### config.mk
export PLATFORM = sky130hd
export DESIGN_NAME = pipe_in_stream_fifo
export DESIGN_NICKNAME = d
export VERILOG_FILES = /design/src/rtl/pipe_in_stream_fifo.sv
export SDC_FILE = /design/constraint.sdc
export NUM_CORES = 1
export LEC_CHECK = 0
export BUFFER_PORTS_ARGS = -buffer_cell sky130_fd_sc_hd__buf_2
export CAP_MARGIN = 10
export CORE_MARGIN = 8
export CORE_UTILIZATION = 66
export DETAILED_ROUTE_END_ITERATION = 12
export PLACE_DENSITY = 0.84
export SLEW_MARGIN = 20
export SYNTH_ARGS = -nofsm -noshare
export SYNTH_HDL_FRONTEND = slang
export SYNTH_SLANG_ARGS = --single-unit
### constraint.sdc
create_clock -name ti_clk -period 8 [get_ports ti_clk]
set_clock_uncertainty 0.2 [all_clocks]
set_input_delay 2.4 -clock ti_clk [delete_from_list [all_inputs] [get_ports ti_clk]]
set_output_delay 2.4 -clock ti_clk [all_outputs]
set_load 0.1 [all_outputs]
### src/rtl/pipe_in_stream_fifo.sv
// Input-pipe stream FIFO: absorbs endpoint writes that cannot be stalled and
// re-presents them as a show-ahead valid/ready stream. Words arriving while
// the FIFO is full are dropped and counted.
//
// Structure: a DEPTH x 32 array with a registered read port feeds a single
// output register (dout/dout_valid). The output register is reloaded on the
// same edge that pops it, so back-to-back pops drain one word per cycle.
// rd_ptr addresses the next word still waiting in the array; the word sitting
// in the output register has already left the array, so its slot is free.
// A new word spends one cycle in the array before it can reach dout.
module pipe_in_stream_fifo #(
  parameter int DEPTH        = 16,
  parameter int ADDR_W       = 4,
  parameter int AFULL_THRESH = DEPTH - 4,
  parameter int DROP_CNT_W   = 16
) (
  input  logic                  ti_clk,
  input  logic                  ti_reset,
  input  logic                  ep_write,
  input  logic [31:0]           ep_dataout,
  output logic [31:0]           dout,
  output logic                  dout_valid,
  input  logic                  dout_ready,
  output logic [ADDR_W:0]       count,
  output logic                  almost_full,
  output logic                  overflow,
  output logic [DROP_CNT_W-1:0] drop_count,
  input  logic                  clear_overflow
);

  localparam logic [ADDR_W:0]       FULL_CNT  = (ADDR_W+1)'(DEPTH);
  localparam logic [ADDR_W:0]       AFULL_CNT = (ADDR_W+1)'(AFULL_THRESH);
  localparam logic [DROP_CNT_W-1:0] DROP_MAX  = '1;

  logic [31:0]           r_mem [DEPTH];
  logic [ADDR_W-1:0]     r_wr_ptr;
  logic [ADDR_W-1:0]     r_rd_ptr;
  logic [ADDR_W:0]       r_count;
  logic [31:0]           r_dout;
  logic                  r_dout_valid;
  logic                  r_almost_full;
  logic                  r_overflow;
  logic [DROP_CNT_W-1:0] r_drop_count;

  logic                  w_full;
  logic                  w_pop;
  logic                  w_push;
  logic                  w_drop;
  logic                  w_load;
  logic [ADDR_W:0]       w_mem_cnt;
  logic [ADDR_W:0]       w_count_next;

  // Handshake decode: a pop frees a slot, so a full FIFO still accepts a push
  // in the same cycle; only an unpopped full FIFO drops the incoming word.
  always_comb begin
    w_full       = (r_count == FULL_CNT);
    w_pop        = r_dout_valid & dout_ready;
    w_push       = ep_write & (~w_full | w_pop);
    w_drop       = ep_write & w_full & ~w_pop;
    w_mem_cnt    = r_count - {{ADDR_W{1'b0}}, r_dout_valid};
    w_load       = (w_mem_cnt != '0) & (~r_dout_valid | w_pop);
    w_count_next = r_count + {{ADDR_W{1'b0}}, w_push} - {{ADDR_W{1'b0}}, w_pop};
  end

  // Storage array write port (no reset, maps onto block RAM).
  always_ff @(posedge ti_clk) begin
    if (w_push && !ti_reset) begin
      r_mem[r_wr_ptr] <= ep_dataout;
    end
  end

  // Pointers, occupancy and almost_full (taken from next-state count).
  always_ff @(posedge ti_clk) begin
    if (ti_reset) begin
      r_wr_ptr      <= '0;
      r_rd_ptr      <= '0;
      r_count       <= '0;
      r_almost_full <= 1'b0;
    end else begin
      if (w_push) r_wr_ptr <= r_wr_ptr + 1'b1;
      if (w_load) r_rd_ptr <= r_rd_ptr + 1'b1;
      r_count       <= w_count_next;
      r_almost_full <= (w_count_next >= AFULL_CNT);
    end
  end

  // Show-ahead output register: reload from the array when empty or popped,
  // otherwise hold so dout stays stable while the consumer stalls.
  always_ff @(posedge ti_clk) begin
    if (ti_reset) begin
      r_dout       <= '0;
      r_dout_valid <= 1'b0;
    end else if (w_load) begin
      r_dout       <= r_mem[r_rd_ptr];
      r_dout_valid <= 1'b1;
    end else if (w_pop) begin
      r_dout       <= '0;
      r_dout_valid <= 1'b0;
    end
  end

  // Drop bookkeeping: a drop in the same cycle as a clear wins and restarts
  // the count at one; the counter saturates instead of wrapping.
  always_ff @(posedge ti_clk) begin
    if (ti_reset) begin
      r_overflow   <= 1'b0;
      r_drop_count <= '0;
    end else if (w_drop) begin
      r_overflow <= 1'b1;
      if (clear_overflow) begin
        r_drop_count <= {{(DROP_CNT_W-1){1'b0}}, 1'b1};
      end else if (r_drop_count != DROP_MAX) begin
        r_drop_count <= r_drop_count + 1'b1;
      end
    end else if (clear_overflow) begin
      r_overflow   <= 1'b0;
      r_drop_count <= '0;
    end
  end

  assign dout        = r_dout;
  assign dout_valid  = r_dout_valid;
  assign count       = r_count;
  assign almost_full = r_almost_full;
  assign overflow    = r_overflow;
  assign drop_count  = r_drop_count;

endmodule

* Word level (Yosys, flattened, before mapping) *
Memory sizes are Yosys's and may differ from the RTL's. A register that Yosys moved wholly into a read port is not among the register bits.
Index checks and enable logic that the tools add are counted.
W data, S select, Z words.

operators by class
  add/subtract/negate cells = 6
  order comparisons = 1
  equality and inequality tests = 2
  muxes and demuxes = 14
  bitwise logic cells = 10
  reduce and logical (&&, ||, !) cells = 7

operator list
  operator                 number
  $mux W16                 4
  $mux W32                 2
  $add A16 B1 Y16 const B  1
  $ne A16 B16 Y1 const B   1
  $sub A5 B1 Y5            2
  $add A4 B1 Y4 const B    2
  $mux W4                  2
  $mux W1                  6
  $reduce_bool A2 Y1       3
  $add A5 B1 Y5            1
  $and A1 B1 Y1            5
  $eq A5 B5 Y1 const B     1
  $ge A5 B4 Y1 const B     1
  $reduce_bool A5 Y1       1
  $not A1 Y1               3
  $or A1 B1 Y1             2
  $reduce_and A2 Y1        1
  $logic_and A1 B1 Y1      1
  $logic_not A1 Y1         1

word-level totals
  bits in registers = 64
  memory bits (writable) = 512
  output and inout port bits = 56
  memories kept = 1

memories
  name   depth  bits a word  read ports  clocked after memory_dff  write ports  line  RTL
  r_mem  16     32           1           1                         1            35    logic [31:0] r_mem [DEPTH];

* Logic depth before layout (Yosys ltp) *
Gate-level depths: netlist of the first run.

  word-level depth = 7
  depth in mapped cells = 14
  depth with buffers taken out = 14

* Worst setup path after synthesis of the first run *
Ideal clock, no wire load.

  path kind = input to register
  start = input port dout_ready
  end = memory r_mem[15][0], enable pin
  setup time = 0.421 ns
  arrival = 4.437 ns
  data required time = 7.379 ns
  setup slack = 2.942 ns
  stages on the path = 4
  buffers on the path = 0
  cell sequence = nand2_1 > a21boi_2 > nand2_1 > nor2_1

on the way
  word-level cells in the longest chain between the ends = 6

RTL lines
  element                        line  RTL
  start, declared                23    input logic dout_ready,
  $and A1 B1 Y1                  57    w_pop = r_dout_valid & dout_ready;
  $or A1 B1 Y1                   58    w_push = ep_write & (~w_full | w_pop);
  $and A1 B1 Y1                  58
  $logic_and A1 B1 Y1            67    if (w_push && !ti_reset) begin
  $mux W1                        67
  $mux W1 (not written as such)  68    r_mem[r_wr_ptr] <= ep_dataout;
  end, declared                  35

No other way between the ends.

* Worst setup path after layout of the first run *
  start = input port dout_ready
  end = register r_almost_full (netlist: almost_full)

on the way
  word-level cells in the longest chain between the ends = 6

RTL lines
  element               line  RTL
  $and A1 B1 Y1 (*)     57
  $or A1 B1 Y1          58
  $and A1 B1 Y1         58
  $add A5 B1 Y5         62    w_count_next = r_count + {{ADDR_W{1'b0}}, w_push} - {{ADDR_W{1'b0}}, w_pop};
  $sub A5 B1 Y5 (*)     62
  $ge A5 B4 Y1 (*)      83    r_almost_full <= (w_count_next >= AFULL_CNT);
  end signal, assigned  83
  end, declared         41    logic r_almost_full;

Every way passes the cells marked *; elsewhere a longest branch is shown, timed or not.
A chain may end at the register's enable or synchronous reset.

==> results of run 1 <==
[routing by layer]
metal | wire (um) | up-vias | part of all wire, %
li1 | - | 5117 | -
met3 | 3370 | 78 | 7.0
met5 | 0 | - | 0
met1 | 19100 | 6080 | 39
met2 | 25000 | 614 | 52
met4 | 984 | 0 | 2.0
[placed cells by master, fill, tap and decap left out, drive strengths merged, types with 2 or more instances in the layout]
cell type    n
clkinv      16
nand2b       7
clkbuf      80
xnor2        6
o21ai        3
mux4        64
inv         17
and3         4
nand4        6
nor3         6
o221ai      32
o22ai       33
a41o         2
or2          3
o21a        32
a31oi        3
dfxtp       68
ha          15
and4         2
a21o         2
o211a        6
nor2b        4
xor2         4
buf        116
edfxtp     512
nand2       16
mux2i      131
o2bb2ai     32
nor3b        2
a21oi        9
or3          3
nor2        46
nand3       12
clkinvlp     2
a221oi      33
nand3b       2
[where the power goes]
group	total (mW)	switching (mW)	internal, mW
logic	1.95	1.33	0.621
clock network	2.44	1.06	1.38
registers	3.57	0.133	3.43
total	7.96	2.53	5.43
[final timing paths]
check	start	endpoint	slack, ns	cells after the start
min reg2reg	dout[31]	dout[31]	0.26	1
min	dout[31]	dout[31]	0.26	1
max reg2reg	register	dout[24]	4.42	4
max	dout_ready	almost_full	3.51	13
[final cells by class]
type	instances	area, um2	area share (%)
repair buffers	116	926	3.65
multi-input cells	533	5370	21.2
inverters	16	60.1	0.237
flip-flops and latches	580	16700	66.1
well taps	448	561	2.21
clock buffers	80	1550	6.13
clock inverters	20	128	0.504
[per-stage QoR]
stage	utilization, %	setup WS (ns)
after CTS	75.0	3.41
after detailed placement	69.9	2.86
after global placement	69.5	3.00
final	75.8	3.51
after global routing	75.8	3.31
after floorplan	-	2.94
[cells by family (layout without fill, tap and decap cells)]
group	count (synthesis)	after routing	synth area share, %
flip-flops	580	580	75.0
XOR/XNOR	10	10	0.392
AND/OR/NAND/NOR	117	117	2.66
adder cells (fa/ha/maj)	16	16	0.931
buffers and inverters	83	232	1.62
multiplexers	195	195	12.3
AO/OA/AOI/OAI	195	195	7.06
[worst max-delay path: stages]
cell	delay, ns
buf_2	0.09
nand2_1	0.14
a21boi_2	0.46
inv_1	0.09
ha_1	0.30
inv_1	0.06
ha_1	0.15
inv_1	0.06
fa_1	0.42
o21bai_1	0.16
a21oi_1	0.09
xnor2_1	0.19
o22ai_1	0.10
[state kept, by name, indices dropped and copies added (netlist names), named ones only]
name / cells
drop_count: 16
r_mem: 512
r_wr_ptr: 4
dout_valid: 1
dout: 32
overflow: 1
almost_full: 1
count: 5
r_rd_ptr: 4
==> flow_summary.ini, run 1 <==
[timing]
slew_violations = 0
whs_ns = 0.255
finalSetupViolCount = 0
hold_viol_final = 0
max_freq_mhz = 222
rsz0062_at_grt = no
fin_crit_ns = 4.49
post-route-period-util_pct = 56.2
tns_ns = 0
worst_pin_slew_ns = 1.10
slew_headroom_pct = 26.2

[global_routing]
grt.busiest_layer = met2
grt_pass1_vias = 12100
antenna_found_initial = 0
grt_max_degree = 67
met3_usage_pct = 2.95
grtUsageTotal_pct = 23.6
use_met1_pct = 31.8
grt_pass1_wl_mm = 71.3
use_met2_pct = 40.8
overflow = 0

[synthesis]
synth_top_area_share_pct = 68.9
postSynthAreaPerCell_um2 = 18.7
synth-edff-count = 512
synth_cell_types = 58
syn_inst = 1196
synth.area.top_cells = edfxtp_1, mux4_2, dfxtp_1
synth_area_mm2 = 0.0223
synthTopCellsByCount = edfxtp_1, mux2i_1, dfxtp_1
ys_ff_latch = 580
yosysSeqAreaShare_pct = 75.0
syn_nets = 1249
synth_largest_area_cell = edfxtp_1
ys.warnings.count = 0
ys.flop_type = edfxtp_1
synthArstFlopShare_pct = 0
yosysMostFrequentCell = edfxtp_1

[placement]
place_inst = 1683
dpl_cell_area_mm2 = 0.0234
gp_congestion = 0.774
post-dp-hpwl_mm = 25.3
port_buffers = 92

[worst_setup_path]
path_max_fanout = 9
worstPathRequired_ns = 8.23
end_kind = register
crit_path_start_kind = input pin
worst_ep_arrival_time_ns = 4.72
critPathKind = in -> reg

[cts]
worstSkewPairLatency_ns = 0.57
tritoncts = yes
cts-root-buf = clkbuf_16
cts-resized-gates = 0
cts_max_path_buffers = 3
holdBufCountCts = 0
cts_setup_buffers = 0
cts_made_buffers = 55
cts_sinks = 580
cts_max_level = 2
clkTransAtPathRegs_ns = 0.06

[final_layout]
nets = 1355
num_antenna_cells = 0
nFillCells = 1793
areaGrowthSynthToFinish_pct = 13.5
drive_gt1_share_pct = 21.6
instances_no_fill = 1793
stdcell_area_mm2 = 0.0253

[route]
vias = 11900
ant_nets = 0
dr.pass1.iters = 7
drtIter0Drc = 1144
viasPerCell = 6.63
routed_wl_mm = 48.4
drc = 0
post_drt_wl_per_cell_um = 27.0

[hold_path]
min_path_type = reg -> reg

[power]
p_per_area_mw_per_mm2 = 314
p_leak_nw = 8.30
irDropWorstVdd_mv = 0.295
power_mw = 7.96

[die]
chipWidth_um = 200
die_h_um = 200
initial_utilization_pct = 66.7
rows = 67
die_area_mm2 = 0.0400
num_io_pins = 93
core_mm2 = 0.0334

[job]
drv_cap = 0

[outcome]
status = finished, final reports clean
(Power assumes the default switching activity.)
==> inputs of run 2 (changes only) <==
Settings changed: ABC_AREA set to 1, CORE_UTILIZATION 66 to 55, PLACE_DENSITY 0.84 to 0.75.
Clock period 8 ns to 3.7 ns, I/O delays scaled along.
==> flow_summary.ini, run 2 <==
[job]
drv_cap = 0

[synthesis]
ys.warnings.count = 0
yosysMostFrequentCell = nand2_1
ys_ff_latch = 580
synthArstFlopShare_pct = 0
ys.flop_type = edfxtp_1
syn_nets = 2103
postSynthAreaPerCell_um2 = 11.4
synth_area_mm2 = 0.0234
syn_inst = 2050
synth.area.top_cells = edfxtp_1, nand3_1, nand2_1
synthTopCellsByCount = nand2_1, nand3_1, edfxtp_1
synth_largest_area_cell = edfxtp_1
synth_cell_types = 31
yosysSeqAreaShare_pct = 71.4
synth-edff-count = 512
synth_top_area_share_pct = 65.6

[die]
num_io_pins = 93
core_mm2 = 0.0420
die_area_mm2 = 0.0495
chipWidth_um = 222
initial_utilization_pct = 55.7
rows = 75
die_h_um = 222

[timing]
rsz0062_at_grt = no
max_freq_mhz = 350
hold_viol_final = 0
slew_headroom_pct = 39.0
fin_crit_ns = 2.85
slew_violations = 0
tns_ns = 0
post-route-period-util_pct = 77.1
worst_pin_slew_ns = 0.914
finalSetupViolCount = 0

[global_routing]
grt.busiest_layer = met2
antenna_found_initial = 0
grt_pass1_wl_mm = 86.4
grt_pass1_vias = 15300
met3_usage_pct = 3.31
grtUsageTotal_pct = 22.1
overflow = 0
use_met1_pct = 28.9
use_met2_pct = 37.3
grt_max_degree = 257

[worst_setup_path]
worst_ep_arrival_time_ns = 1.54
cp_cell_sequence = buf_2
ff2ff_setup_slack_ns = 0.87
crit_path_start_kind = register
slowest_delay_ns = 0.49
r2r_cells = 18
path_max_fanout = 5
crit_family = buffers and inverters
r2r_start = count[3]
cp_num_buf_inv = 1
cp_slowest_cell = buf_2
r2r_end = almost_full
critPathKind = reg -> out
end_kind = primary output
worstPathRequired_ns = 2.39
startpoint = drop_count[8]

[route]
viasPerCell = 5.87
post_drt_wl_per_cell_um = 20.6
dr.pass1.iters = 5
drtIter0Drc = 1810
routed_wl_mm = 55.7
vias = 15900
ant_nets = 0
drc = 0

[final_layout]
regMostFlops = r_mem
mostFrequentLayoutCells = nand2_1, nand3_1, edfxtp_1
nets = 2176
areaGrowthSynthToFinish_pct = 13.0
largest_register_ffs = 512
drive_gt1_share_pct = 12.1
nFillCells = 3147
layout_commonest_cell = nand2_1

[cts]
cts_max_level = 2
clkTransAtPathRegs_ns = 0.06
tritoncts = yes
worstSkewPairLatency_ns = 0.61
cts-resized-gates = 0
cts-root-buf = clkbuf_16
cts_sinks = 580
cts_max_path_buffers = 3
cts_setup_buffers = 0
holdBufCountCts = 0
cts_made_buffers = 55

[hold_path]
min_path_type = reg -> reg
holdPathEnd = overflow
min_from = overflow
hold_depth = 2

[placement]
post-dp-hpwl_mm = 31.7
gp_congestion = 0.867
port_buffers = 92

[power]
power_mw = 19.1
p_leak_nw = 9.59
p_per_area_mw_per_mm2 = 720
irDropWorstVdd_mv = 0.629

[outcome]
status = finished, final reports clean
-- run 2: kinds of logic after synthesis --
logic type                 count (synthesis)  share of synthesized area [%]
buffers and inverters                    172                           3.28
and+or+nand+nor                         1206                           22.6
DFF                                      580                           71.4
AOI/OAI and AO/OA                         70                           1.58
adders and majority gates                 16                          0.886
xor gates and xnor gates                   6                          0.224
-- run 2: worst max path at each step --
stage	end	slack [ns]	cells past startpoint
after floorplan	r_mem[11][0]	-0.30	9
after global placement	almost_full	0.28	16
after detailed placement	almost_full	0.36	16
after CTS	count[1]	0.83	1
after global routing	almost_full	0.53	18
final	drop_count[8]	0.85	1
-- run 2: final cells by class --
cell class	instances	area [um2]	share of cell area [%]
sequential	580	16700	63.2
multi-input combinational	1298	6060	22.9
clock buffer	74	1520	5.74
timing repair buffer	139	1020	3.85
tap	539	674	2.55
clock inverter	29	277	1.04
inverter	49	191	0.723
antenna	1	2.50	0.00945
-- run 2: where the power goes --
part | switching [mW] | total, mW | internal, mW
combinational | 4.49 | 5.87 | 1.37
clock | 2.36 | 5.59 | 3.23
sequential | 0.178 | 7.61 | 7.43
total | 7.03 | 19.1 | 12.0
-- run 2: metal layers --
| metal | wire (um) | share of wire (%) |
|---|---|---|
| met5 | 0 | 0 |
| met4 | 1660 | 3.0 |
| met3 | 4470 | 8.0 |
| met2 | 27500 | 49 |
| met1 | 22100 | 40 |
-- run 2: metrics by stage --
stage	area [um2]	util [%]	cells	setup WS, ns	hold WS (ns)
6_report	26500	63.0	2709	0.847	0.265
4_1_cts	26500	62.9	2707	0.825	0.268
5_1_grt	26500	63.0	2708	0.530	0.287
2_1_floorplan	23400	-	2050	-0.304	0.270
3_5_place_dp	24700	58.7	2604	0.362	0.258
3_3_place_gp	24700	58.7	2604	0.284	0.252
